### src/rtl/gtp_frame_rx.sv
// gtp_frame_rx: per-lane frame receiver for one 16-bit GTP receive lane.
// Delimits frames on the K-char idle stream, checks header length and checksum,
// forwards header and payload to the lane FIFO and appends one status trailer.
module gtp_frame_rx #(
    parameter int unsigned MAXLEN  = 1023,
    parameter logic [7:0]  TRL_TAG = 8'hFE
) (
    input  logic        clk,
    input  logic        rst_n,
    input  logic        en,
    input  logic [15:0] gtp_dat,
    input  logic        gtp_kchar,
    input  logic        fifo_afull,
    output logic [15:0] out_dat,
    output logic        out_vld,
    output logic        out_sof,
    output logic        out_eof,
    output logic [15:0] frame_cnt,
    output logic [15:0] err_cnt,
    output logic        busy
);

    typedef enum logic [1:0] {
        S_IDLE,
        S_PAY,
        S_CSUM,
        S_SKIP
    } state_t;

    localparam logic [10:0] MAXLEN_W = 11'(MAXLEN);

    state_t      state, state_nxt;
    logic [9:0]  cnt, cnt_nxt;
    logic [15:0] sum, sum_nxt;
    logic [4:0]  chan, chan_nxt;
    logic [15:0] dat_nxt;
    logic        vld_nxt, sof_nxt, eof_nxt;
    logic        frm_inc, err_inc;
    logic [10:0] len_ext;
    logic        len_bad;
    logic        cs_err;

    assign len_ext = {1'b0, gtp_dat[9:0]};
    assign len_bad = (len_ext == '0) || (len_ext > MAXLEN_W);
    assign cs_err  = (gtp_dat != sum);
    assign busy    = (state != S_IDLE);

    // Next-state, datapath and output-strobe decode for the frame FSM
    always_comb begin
        state_nxt = state;
        cnt_nxt   = cnt;
        sum_nxt   = sum;
        chan_nxt  = chan;
        dat_nxt   = out_dat;
        vld_nxt   = 1'b0;
        sof_nxt   = 1'b0;
        eof_nxt   = 1'b0;
        frm_inc   = 1'b0;
        err_inc   = 1'b0;
        case (state)
            S_IDLE: begin
                if (!gtp_kchar) begin
                    if (!gtp_dat[15]) begin
                        err_inc = 1'b1;
                    end else if (len_bad || !en) begin
                        err_inc   = len_bad;
                        state_nxt = S_SKIP;
                    end else if (fifo_afull) begin
                        err_inc   = 1'b1;
                        state_nxt = S_SKIP;
                    end else begin
                        vld_nxt   = 1'b1;
                        sof_nxt   = 1'b1;
                        dat_nxt   = gtp_dat;
                        sum_nxt   = gtp_dat;
                        cnt_nxt   = gtp_dat[9:0];
                        chan_nxt  = gtp_dat[14:10];
                        state_nxt = S_PAY;
                    end
                end
            end
            S_PAY, S_CSUM: begin
                vld_nxt = 1'b1;
                if (gtp_kchar) begin
                    eof_nxt   = 1'b1;
                    dat_nxt   = {TRL_TAG, chan, 3'b010};
                    err_inc   = 1'b1;
                    state_nxt = S_IDLE;
                end else if (state == S_PAY) begin
                    dat_nxt = gtp_dat;
                    sum_nxt = sum + gtp_dat;
                    cnt_nxt = cnt - 10'd1;
                    if (cnt == 10'd1) begin
                        state_nxt = S_CSUM;
                    end
                end else begin
                    eof_nxt   = 1'b1;
                    dat_nxt   = {TRL_TAG, chan, 2'b00, cs_err};
                    err_inc   = cs_err;
                    frm_inc   = !cs_err;
                    state_nxt = S_IDLE;
                end
            end
            S_SKIP: begin
                if (gtp_kchar) begin
                    state_nxt = S_IDLE;
                end
            end
            default: state_nxt = S_IDLE;
        endcase
    end

    // Frame state, running checksum, length counter and registered outputs
    always_ff @(posedge clk or negedge rst_n) begin
        if (!rst_n) begin
            state   <= S_IDLE;
            cnt     <= '0;
            sum     <= '0;
            chan    <= '0;
            out_dat <= '0;
            out_vld <= 1'b0;
            out_sof <= 1'b0;
            out_eof <= 1'b0;
        end else begin
            state   <= state_nxt;
            cnt     <= cnt_nxt;
            sum     <= sum_nxt;
            chan    <= chan_nxt;
            out_dat <= dat_nxt;
            out_vld <= vld_nxt;
            out_sof <= sof_nxt;
            out_eof <= eof_nxt;
        end
    end

    // Saturating good-frame and error counters
    always_ff @(posedge clk or negedge rst_n) begin
        if (!rst_n) begin
            frame_cnt <= '0;
            err_cnt   <= '0;
        end else begin
            if (frm_inc && (frame_cnt != '1)) begin
                frame_cnt <= frame_cnt + 16'd1;
            end
            if (err_inc && (err_cnt != '1)) begin
                err_cnt <= err_cnt + 16'd1;
            end
        end
    end

endmodule

### config.mk
export PLATFORM = sky130hd
export DESIGN_NAME = gtp_frame_rx
export DESIGN_NICKNAME = d
export VERILOG_FILES = /design/src/rtl/gtp_frame_rx.sv
export SDC_FILE = /design/constraint.sdc
export NUM_CORES = 1
export LEC_CHECK = 0
export ABC_AREA = 1
export BUFFER_PORTS_ARGS = -buffer_cell sky130_fd_sc_hd__buf_2
export CORE_MARGIN = 10
export CORE_UTILIZATION = 55
export CTS_BUF_LIST = sky130_fd_sc_hd__clkbuf_8
export DETAILED_ROUTE_END_ITERATION = 7
export HOLD_SLACK_MARGIN = 0.1
export PLACE_DENSITY = 0.9
export SYNTH_ARGS = -nofsm -noshare
export SYNTH_HDL_FRONTEND = slang
export SYNTH_SLANG_ARGS = --single-unit
### constraint.sdc
create_clock -name clk -period 1.98 [get_ports clk]
set_clock_uncertainty 0.2 [all_clocks]
set_input_delay 0.396 -clock clk [delete_from_list [all_inputs] [get_ports clk]]
set_output_delay 0.396 -clock clk [all_outputs]
set_load 0.01 [all_outputs]
# ---- Word-level counts from Yosys, hierarchy flattened
# Cells that the tools add are included.
dict set report totals {
  reg_bits 84
  output_inout_bits 52
  wordCells 93
}
dict set report op_classes {
  add_sub_neg 4
  n_lt_le_gt_ge 1
  eq_ne 15
  muxes 45
  n_bitwise 3
  n_reduce_logical 15
}
# cell count
set ops {}
lappend ops {{two-way mux 16 bit} 8}
lappend ops {{one-hot mux 16 bit (2 select lines)} 2}
lappend ops {{two-way mux 10 bit} 6}
lappend ops {{adder 16 x 1 -> 16 bit (second input constant)} 2}
lappend ops {{inequality test 16 bit (second input constant)} 2}
lappend ops {{one-hot mux 10 bit (2 select lines)} 1}
lappend ops {{two-way mux 1 bit} 17}
lappend ops {{adder 16 bit} 1}
lappend ops {{two-way mux 2 bit} 8}
lappend ops {{inequality test 16 bit} 1}
lappend ops {{inequality test 2 bit (second input constant)} 7}
lappend ops {{logical NOT 11 bit} 1}
lappend ops {{equality test 10 x 1 -> 1 bit (second input constant)} 1}
lappend ops {{greater-than comparator 10 bit (second input constant)} 1}
lappend ops {{AND reduction 5 bit} 2}
lappend ops {{subtractor 10 x 1 -> 10 bit (second input constant)} 1}
lappend ops {{AND reduction 7 bit} 1}
lappend ops {{one-hot mux 2 bit (3 select lines)} 1}
lappend ops {{equality test 2 bit (second input constant)} 2}
lappend ops {{inequality test 4 bit (second input constant)} 1}
lappend ops {{one-hot mux 1 bit (2 select lines)} 2}
lappend ops {{AND reduction 4 bit} 1}
lappend ops {{nonzero test 2 bit} 2}
lappend ops {{inverter 1 bit} 3}
lappend ops {{6 further kinds} 9}

# ---- Depth between registers and ports, before layout
# Gate-level depths: netlist of the first run.
dict set report depth {
  word_depth 8
  depth_mapped 13
  mapped_depth_nobuf 12
}

# ---- Worst setup path after synthesis of the first run
# OpenSTA, ideal clock, no wires.
dict set report synth_timing {
  path_type {input port to flip-flop}
  from {in gtp_dat[2]}
  to {reg frame_cnt[13]}
  setup_ps 121
  arrival_ps 1691
  t_required_ps 1659
  slack_ps -32
  stages 11
  n_path_buf 2
  cell_sequence {ha_1 -> buf_6 -> nor2_1 -> nand3_1 -> nor2_1 -> nand3_1 -> nor2_4 -> nand3_4 -> buf_12 -> nand2_2 -> o21ai_2}
}
dict set report synth_via {
  elab_chain_len 6
}
# element line
set synth_rtl {}
lappend synth_rtl {{start, declared} 11} ;# input logic [15:0] gtp_dat,
lappend synth_rtl {{inequality test 16 bit} 45} ;# assign cs_err = (gtp_dat != sum);
lappend synth_rtl {{logical NOT 1 bit} 100} ;# frm_inc = !cs_err;
lappend synth_rtl {{two-way mux 1 bit} 89} ;# end else if (state == S_PAY) begin
lappend synth_rtl {{two-way mux 1 bit} 84} ;# if (gtp_kchar) begin
lappend synth_rtl {{two-way mux 1 bit} 60} ;# case (state)
lappend synth_rtl {{logical AND 1 bit} 142} ;# if (frm_inc && (frame_cnt != '1)) begin
lappend synth_rtl {{end signal, assigned} 143} ;# frame_cnt <= frame_cnt + 16'd1;
lappend synth_rtl {{end, declared} 18} ;# output logic [15:0] frame_cnt,
# Every way passes these cells.
# A chain may end at the register's enable or synchronous reset.

# ---- Final worst setup path of the first run
dict set report layout_timing {
  from {reg sum[2]}
  to {reg frame_cnt[10]}
}
dict set report layout_via {
  elab_chain_len 6
}
# element line
set layout_rtl {}
lappend layout_rtl {{start, declared} 34} ;# logic [15:0] sum, sum_nxt;
lappend layout_rtl {{start signal, assigned} 127} ;# sum <= sum_nxt;
lappend layout_rtl {{inequality test 16 bit} 45}
lappend layout_rtl {{logical NOT 1 bit} 100}
lappend layout_rtl {{two-way mux 1 bit} 89}
lappend layout_rtl {{two-way mux 1 bit} 84}
lappend layout_rtl {{two-way mux 1 bit} 60}
lappend layout_rtl {{logical AND 1 bit} 142}
# Every way passes these cells.

==> results of run 1 <==
critical path: stages, from the launching register on:
cell	delay [ps]
dfrtp_1	420
ha_4	240
nor2_4	170
nand3_2	110
nor2_4	150
nand3_2	120
nor2_4	170
nand3_4	150
clkbuf_16	210
nand2_1	80
o21ai_2	50
metal layers:
layer / up-vias / wire, um
li1: 2911 / -
met1: 3109 / 7427
met2: 483 / 10200
met3: 142 / 2013
met4: 0 / 1065
met5: - / 0
final cells by class:
cell class | instances | area [um^2] | area share [%]
Multi-Input combinational cell | 612 | 3790 | 48.50
Sequential cell | 84 | 2103 | 26.92
Clock inverter | 6 | 71.32 | 0.9127
Timing Repair Buffer | 156 | 1104 | 14.12
Clock buffer | 10 | 137.6 | 1.761
Inverter | 114 | 437.9 | 5.604
Tap cell | 136 | 170.2 | 2.178
power breakdown:
group          internal, W  leakage [nW]  switching [W]
sequential         0.00229          1.07       0.000444
combinational      0.00300          2.71        0.00499
clock             0.000631         0.105       0.000736
total              0.00592          3.88        0.00617
sequential cells by signal (all words and copies together), names as in the netlist:
signal	count
out_eof	1
cnt	10
out_sof	1
state	2
out_vld	1
chan	5
frame_cnt	16
err_cnt	16
out_dat	16
sum	16
placed cells by master, fill, tap and decap left out, drive strengths merged, types with 15 or more instances in the layout:
cell and n:
ha 24, nor3 15, nand2 293, a21oi 18, o21ai 57, dfrtp 84
inv 116, buf 153, nand3 71, xor2 23, nor2 71
what timing repair did:
item / in CTS / in global routing
gates resized for setup: 40 / 121
pin swaps: 11 / 36
hold buffers: 2 / 0
setup endpoints to repair: 57 / 64
buffers inserted: 2 / 9
cloned: 1 / 2
hold endpoints to repair: 28 / 0
per-stage QoR:
stage	setup slack, ps	util (%)	setup TNS [ps]	total power, W
2_1_floorplan	-0.1623	-	-0.1623	0.006705
3_3_place_gp	-343.3	65.97	-12280	0.008625
3_5_place_dp	-410.6	65.97	-15230	0.008855
4_1_cts	-81.79	70.38	-1018	0.01058
5_1_grt	-263.5	75.69	-7402	0.01279
6_report	-215.1	75.69	-4548	0.01209
worst max path at each step:
stage / slack (ps) / cells past startpoint / start / endpoint
after floorplan: -0.2 / 11 / gtp_dat[2] / frame_cnt[13]$_DFFE_PN0P_
after global placement: -340 / 11 / gtp_dat[1] / frame_cnt[4]$_DFFE_PN0P_
after detailed placement: -410 / 11 / gtp_dat[1] / frame_cnt[3]$_DFFE_PN0P_
after CTS: -80 / 10 / sum[5]$_DFFE_PN0P_ / frame_cnt[13]$_DFFE_PN0P_
after global routing: -260 / 10 / sum[2]$_DFFE_PN0P_ / frame_cnt[5]$_DFFE_PN0P_
final: -220 / 10 / sum[2]$_DFFE_PN0P_ / frame_cnt[10]$_DFFE_PN0P_
cell families (layout without fill, tap and decap cells):
group	count (synthesis)	count (layout)	share of synthesized area, %
xor+xnor	30	30	4.516
flops	84	84	36.13
simple gates	469	470	34.86
compound gates	87	87	8.817
buf+inv	134	286	10.17
fa+ha+maj	25	25	5.505
==> impl_results.md, run 1 <==
* Asr flop ratio synth at 100.0%
* Area leader, netlist: dfrtp_1
* Final worst setup slack at -215.1 ps
* Fill cell count at 622
* Fin crit period at 2195 ps
* Post-synth EDFFs at 0
* Hold EP: out_dat[1]$_DFFE_PN0P_
* Hold WC Path Type: in2reg
* Period Utilization, post-route at 110.9%
* Die Span Y at 122.9 um
* GR Layer Usage met1 at 28.31%
* Slew headroom at 71.48%
* # IOs at 73
* Die X at 122.9 um
* Starting Density at 56.36%
* Number of remaining DRC errors at 0
* Worst slew pin tran at 427.8 ps
* RSZ-0062 raised after global routing: yes
* Layout cells sized above 1 at 34.93%
* Main synth FF type: dfrtp_1
* Synth warn at 0
* Post-synth top cells: nand2_1, inv_1, dfrtp_1
* Reg2reg setup slack at -220 ps
* Leakage at 3.883 nW
* Final WL at 20700 um
* CP startpoint kind: register
* First-pass GRT wire length at 28920 um
* CTS Root Buffer Type: clkbuf_8
* Mapped cell area at 0.005818 mm^2
* Total GRT Usage at 23.51%
* Antenna violations before repair at 0
* DRT Pass-1 Iters at 6
* Area after DPL at 0.006810 mm^2
* Layout area overhead at 34.30%
* Layout Cells excl Fill at 1118
* Buffers on Ports at 72
* CP Max Fanout at 8
* Worst skew pair latency at 380 ps
* Avg Cell Area, Syn at 7.018 um^2
* Cells after synthesis at 829
* Total core area at 0.01032 mm^2
* Routed via count at 6645
* Routed len/inst at 18.52 um
* Met2 Usage GRT at 40.56%
* Inst Count DP at 1086
* Crit path DAT at 2270 ps
* Outcome: complete, but fails checks
* #FFs+latches synth at 84
* Unique masters post-synth at 38
* Hold path depth at 3
* PD cells at 1547 mW/mm^2
* # rows at 37
* Most frequent cell after synthesis: nand2_1
* Post-synthesis sequential area ratio at 36.13%
* Vias in the first global route at 6023
* Final setup fails at 41
* Final max-slew violation count at 0
* Post-route ant nets at 0
* R2R depth at 10
* CTS tree: built
* Worst r2r src: sum[2]$_DFFE_PN0P_
* Top cells by area, synth: dfrtp_1, nand2_1, inv_1
* CP endpoint kind: register
* Fin. Hold Viols at 0
* Vias per Instance at 5.944
* Max H-tree Level at 3
* Hold Startpoint: gtp_kchar
* Post-detail-place hpwl at 12880 um
* CTS sink cnt at 84
* Routability Congestion at 0.9695
* Post-Layout Inst Area at 0.007814 mm^2
* Failing checks: negative setup slack
* Met3 Use GR at 4.867%
* Largest net degree at the start of global routing at 32
* Congestion Overflow GR at 0
* Global route hottest layer: met2
* Clk buf depth at 2
* Mapped Nets at 875
* Final net count at 1023
* MaxCap Viol Count at 0
* Clock transition at the registers of the reported paths at 100 ps
* CP Data Required Time at 2060 ps
* Diode count at 0
* Peak VDD IR at 1125 uV
* CTS Buf Count at 9
* Initial drt markers at 1037
* Fmax at 455.6 MHz
* WHS at 156.2 ps
* DIE AREA at 0.01509 mm^2
* Kind of critical path: reg2reg
* Top-area cell type share of the netlist area at 36.13%
* FF-to-FF End: frame_cnt[10]$_DFFE_PN0P_
Note: power is estimated with default switching activity, not from simulation.
==> run 2: changes to the inputs <==
--- a/config.mk
+++ b/config.mk
@@ -6,12 +6,12 @@
 export NUM_CORES = 1
 export LEC_CHECK = 0
 export ABC_AREA = 1
-export BUFFER_PORTS_ARGS = -buffer_cell sky130_fd_sc_hd__buf_2
+export BUFFER_PORTS_ARGS = -buffer_cell sky130_fd_sc_hd__buf_4
 export CORE_MARGIN = 10
 export CORE_UTILIZATION = 55
 export CTS_BUF_LIST = sky130_fd_sc_hd__clkbuf_8
 export DETAILED_ROUTE_END_ITERATION = 7
-export HOLD_SLACK_MARGIN = 0.1
+export GPL_TIMING_DRIVEN = 0
 export PLACE_DENSITY = 0.9
 export SYNTH_ARGS = -nofsm -noshare
 export SYNTH_HDL_FRONTEND = slang
==> impl_results.md, run 2 (synthesis results as in run 1) <==
* GR Layer Usage met1 at 27.41%
* Worst slew pin tran at 1107 ps
* WHS at -1.598 ps
* Layout area overhead at 32.97%
* Comb power frac at 65.0%
* Buffers on Ports at 72
* CP endpoint kind: register
* Vias in the first global route at 5841
* Switching power at 0.005954 W
* Reg power frac at 22.9%
* Fin crit period at 2143 ps
* Sw frac at 48.87%
* Routability Congestion at 1.018
* Clock transition at the registers of the reported paths at 100 ps
* Commonest cells after routing, fill and taps aside: nand2_1, inv_1, buf_4
* Most common cell after layout, fill and taps aside: nand2_1
* # IOs at 73
* Routed via count at 6364
* Layout cells sized above 1 at 30.25%
* Worst skew pair latency at 380 ps
* CTS Root Buffer Type: clkbuf_8
* Design Power at 0.01218 W
* Layout Cells excl Fill at 1088
* Clock power frac at 12.1%
* Total core area at 0.01032 mm^2
* CTS Buf Count at 9
* Total GRT Usage at 23.18%
* Vias per Instance at 5.849
* Fmax at 466.7 MHz
* Final worst setup slack at -162.5 ps
* Reg2reg setup slack at -160 ps
* Post-detail-place hpwl at 11720 um
* Hold WC Path Type: in2async
* Final setup fails at 36
* MaxCap Viol Count at 0
* Met3 Use GR at 3.949%
* Met2 Usage GRT at 40.16%
* Fin. Hold Viols at 3
* Final max-slew violation count at 0
* Slew headroom at 26.21%
* Max H-tree Level at 3
* R2R depth at 10
* Diode count at 0
* Period Utilization, post-route at 108.2%
* Leakage at 3.786 nW
* Routed len/inst at 17.98 um
* Post-route ant nets at 0
* Final WL at 19560 um
* Peak VDD IR at 890.0 uV
* Kind of critical path: reg2reg
* Outcome: complete, but fails checks
* Global route hottest layer: met2
* Antenna violations before repair at 0
* PD cells at 1575 mW/mm^2
* CP Data Required Time at 2050 ps
* CP Max Fanout at 10
* CTS tree: built
* Internal at 0.006229 W
* Sum Neg Setup Slack at -3309 ps
* Inst Count DP at 1037
* First-pass GRT wire length at 28150 um
* Failing checks: negative hold slack, negative setup slack
* DRT Pass-1 Iters at 6
* Initial drt markers at 862
* # rows at 37
* Die X at 122.9 um
* DIE AREA at 0.01509 mm^2
* CP startpoint kind: register
* Die Span Y at 122.9 um
* CTS sink cnt at 84
* Placement Setup Slack at -478.4 ps
* Number of remaining DRC errors at 0
* Largest net degree at the start of global routing at 85
* Congestion Overflow GR at 0
* Final net count at 993
* FF-to-FF End: frame_cnt[0]$_DFFE_PN0P_
* Crit path DAT at 2210 ps
* Clk buf depth at 2
* RSZ-0062 raised after global routing: yes
* Worst r2r src: sum[2]$_DFFE_PN0P_
* Hold_buf cts at 0
* Starting Density at 56.36%
[run 2: how the worst max path moves through the flow]
stage	startpoint	to	cells after the start
after global placement	gtp_dat[2]	frame_cnt[14]$_DFFE_PN0P_	12
final	sum[2]$_DFFE_PN0P_	frame_cnt[0]$_DFFE_PN0P_	10
after global routing	sum[2]$_DFFE_PN0P_	frame_cnt[0]$_DFFE_PN0P_	10
after detailed placement	gtp_dat[2]	frame_cnt[9]$_DFFE_PN0P_	12
after CTS	sum[11]$_DFFE_PN0P_	frame_cnt[2]$_DFFE_PN0P_	10
after floorplan	gtp_dat[2]	frame_cnt[13]$_DFFE_PN0P_	11
[run 2: per-stage QoR]
| step | instance area (um^2) | util [%] |
|---|---|---|
| 3_5_place_dp | 6594 | 63.87 |
| 3_3_place_gp | 6594 | 63.87 |
| 4_1_cts | 7229 | 70.03 |
| 6_report | 7736 | 74.94 |
| 5_1_grt | 7736 | 74.94 |
| 2_1_floorplan | 5883 | - |
[run 2: cell type report]
type | instances | area, um^2
Buffer | 19 | 187.7
Multi-Input combinational cell | 611 | 3707
Tap cell | 136 | 170.2
Clock buffer | 9 | 123.9
Sequential cell | 84 | 2105
Timing Repair Buffer | 108 | 899.6
Inverter | 114 | 437.9
Clock inverter | 7 | 105.1
Fill cell | 665 | 2587
[run 2: critical path, cell delays in order (launching register included)]
cell	delay (ps)
dfrtp_1	420
ha_4	290
nor2_4	110
nand3_2	100
nor2_4	160
nand3_2	110
nor2_4	160
nand3_4	170
buf_12	210
nand2_4	60
nand2_2	50
[run 2: routing by layer]
layer	share of wire, %	vias to the layer above
met5	0	-
met4	4.7	0
met2	50	417
met3	9.3	103
met1	36	2992
li1	-	2852
[run 2: what timing repair did]
item	in CTS	in global routing
buffers inserted	13	19
resized for setup	53	109
setup endpoints to repair	63	77
pin swaps	11	34
gates cloned	2	3
[run 2: power groups by stage]
| stage | logic [W] | registers [W] | clock network [W] |
|---|---|---|---|
| 2_1_floorplan | 0.00398 | 0.00273 | 0 |
| 3_3_place_gp | 0.00554 | 0.00269 | 0 |
| 3_5_place_dp | 0.00570 | 0.00271 | 0 |
| 4_1_cts | 0.00625 | 0.00273 | 0.00146 |
| 5_1_grt | 0.00855 | 0.00283 | 0.00156 |
| 6_report | 0.00792 | 0.00279 | 0.00148 |
==> run 3: changes to the inputs <==
--- a/config.mk
+++ b/config.mk
@@ -13,6 +13,7 @@
 export DETAILED_ROUTE_END_ITERATION = 7
 export GPL_TIMING_DRIVEN = 0
 export PLACE_DENSITY = 0.9
+export SETUP_SLACK_MARGIN = 0.15
 export SYNTH_ARGS = -nofsm -noshare
 export SYNTH_HDL_FRONTEND = slang
 export SYNTH_SLANG_ARGS = --single-unit
==> impl_results.md, run 3 (synthesis results as in run 1) <==
* # rows at 37
* Post-route ant nets at 0
* Vias in the first global route at 6193
* Final net count at 1013
* CP Max Fanout at 5
* CP Data Required Time at 2060 ps
* First-pass GRT wire length at 29770 um
* Post-detail-place hpwl at 12050 um
* Antenna violations before repair at 1
* Buffers on Ports at 72
* R2R depth at 11
* CTS Buf Count at 9
* Period Utilization, post-route at 118.8%
* WHS at -10.08 ps
* Final worst setup slack at -371.9 ps
* Kind of critical path: reg2reg
* Worst skew pair latency at 390 ps
* Total GRT Usage at 24.40%
* CTS tree: built
* Number of remaining DRC errors at 0
* Layout area overhead at 46.92%
* Outcome: complete, but fails checks
* Final setup fails at 55
* Crit path max-delay family: simple AND/OR/NAND/NOR gates
* Worst path max stage delay at 450 ps
* Clk buf depth at 2
* Clock transition at the registers of the reported paths at 100 ps
* Most common cell after layout, fill and taps aside: nand2_1
* GR Layer Usage met1 at 27.65%
* Max H-tree Level at 3
* CTS Root Buffer Type: clkbuf_8
* # IOs at 73
* CP endpoint kind: register
* Crit path DAT at 2430 ps
* Largest net degree at the start of global routing at 85
* Slowest cell on crit path: dfrtp_1
* Peak VDD IR at 1022 uV
* Total core area at 0.01032 mm^2
* Fmax at 425.2 MHz
* Hold WC Path Type: in2async
* Die X at 122.9 um
* Die Span Y at 122.9 um
* CP startpoint kind: register
* Starting Density at 56.36%
* FF-to-FF End: frame_cnt[13]$_DFFE_PN0P_
* RSZ-0062 raised after global routing: yes
* Initial drt markers at 1309
* Placement Setup Slack at -477.6 ps
* PD cells at 1741 mW/mm^2
* Routed via count at 7011
* Leakage at 4.099 nW
* MaxCap Viol Count at 0
* Worst r2r src: sum[9]$_DFFE_PN0P_
* Slew headroom at 26.12%
* Reg2reg setup slack at -370 ps
* CP cell instances: ha_4 > inv_1 > nand3_1 > nor2_4 > nand3_2 > nor2_4 > nand3_4 > buf_12 > buf_12 > nand2_4 > o21ai_2
* Routed len/inst at 22.12 um
* Final WL at 24510 um
* Worst slew pin tran at 1108 ps
* WP buf/inv at 3
* Met2 Usage GRT at 43.88%
* Sum Neg Setup Slack at -12030 ps
* Layout cells sized above 1 at 40.53%
* Fin crit period at 2352 ps
* Failing checks: negative hold slack, negative setup slack
* Vias per Instance at 6.328
* Diode count at 0
* Routability Congestion at 0.9993
* Final max-slew violation count at 0
* DIE AREA at 0.01509 mm^2
* Congestion Overflow GR at 0
* CTS sink cnt at 84
* Fill cell count at 517
* Fin. Hold Viols at 4
* DRT Pass-1 Iters at 8
* Commonest cells after routing, fill and taps aside: nand2_1, inv_1, buf_4
* Met3 Use GR at 5.005%
* Global route hottest layer: met2
-- run 3: cell types whose count changed in the layout (fill, tap and decap cells not counted), moves of 10 or more --
cell,delta
buf_6,+13
nand2_1,-31
nand2_2,+19
nand2_4,+11
nand3_1,-25
nand3_2,+20
nor2_1,-10
o21ai_0,-18
-- run 3: worst max path at each step --
stage | start | endpoint | slack (ps) | cells past startpoint
finish | sum[9]$_DFFE_PN0P_ | frame_cnt[13]$_DFFE_PN0P_ | -370 | 11
global route | sum[9]$_DFFE_PN0P_ | sum[15]$_DFFE_PN0P_ | -400 | 11
CTS | sum[2]$_DFFE_PN0P_ | frame_cnt[3]$_DFFE_PN0P_ | -150 | 12
detailed placement | gtp_dat[2] | frame_cnt[11]$_DFFE_PN0P_ | -480 | 12
global placement | gtp_dat[2] | frame_cnt[11]$_DFFE_PN0P_ | -430 | 12
floorplan | gtp_dat[2] | frame_cnt[13]$_DFFE_PN0P_ | 0.1 | 11
-- run 3: routing by layer --
layer	vias to the layer above	routed length, um
met2	634	11700
met3	199	3036
met5	-	0
li1	2904	-
met1	3274	8035
met4	0	1734
-- run 3: power by group --
group | switching, W | leakage [nW] | internal (W) | total, W
logic | 0.00618 | 2.93 | 0.00443 | 0.0106
clock network | 0.000750 | 0.0976 | 0.000591 | 0.00134
registers | 0.000633 | 1.07 | 0.00229 | 0.00293
total | 0.00757 | 4.10 | 0.00732 | 0.0149
-- run 3: per-stage QoR --
step	hold slack, ps	utilization, %	std cells	total power (W)	area, um^2
global placement	258.5	65.12	1037	0.008461	6723
detailed placement	272.9	65.12	1037	0.008629	6723
global route	85.89	82.80	1108	0.01546	8548
CTS	50.48	75.49	1087	0.01182	7794
finish	-10.08	82.80	1108	0.01488	8548
floorplan	-99.59	-	829	0.006896	6012
-- run 3: final cells by class --
class                      instances  area [um^2]  share of cell area, %
multi-input combinational        611         4163                  48.70
sequential                        84         2105                  24.62
timing repair buffer             127         1215                  14.21
inverter                         114        450.4                  5.269
buffer                            20        246.5                  2.883
tap                              136        170.2                  1.991
clock buffer                       9        123.9                  1.449
clock inverter                     7        75.07                 0.8782
-- run 3: what timing repair did --
item                                    4_1_cts  5_1_grt
hold buffers                                  0        0
resized for setup                           130      175
pin swaps                                    40       79
gates cloned                                  8        2
endpoints found under the setup margin       78       77
setup buffers                                26       19
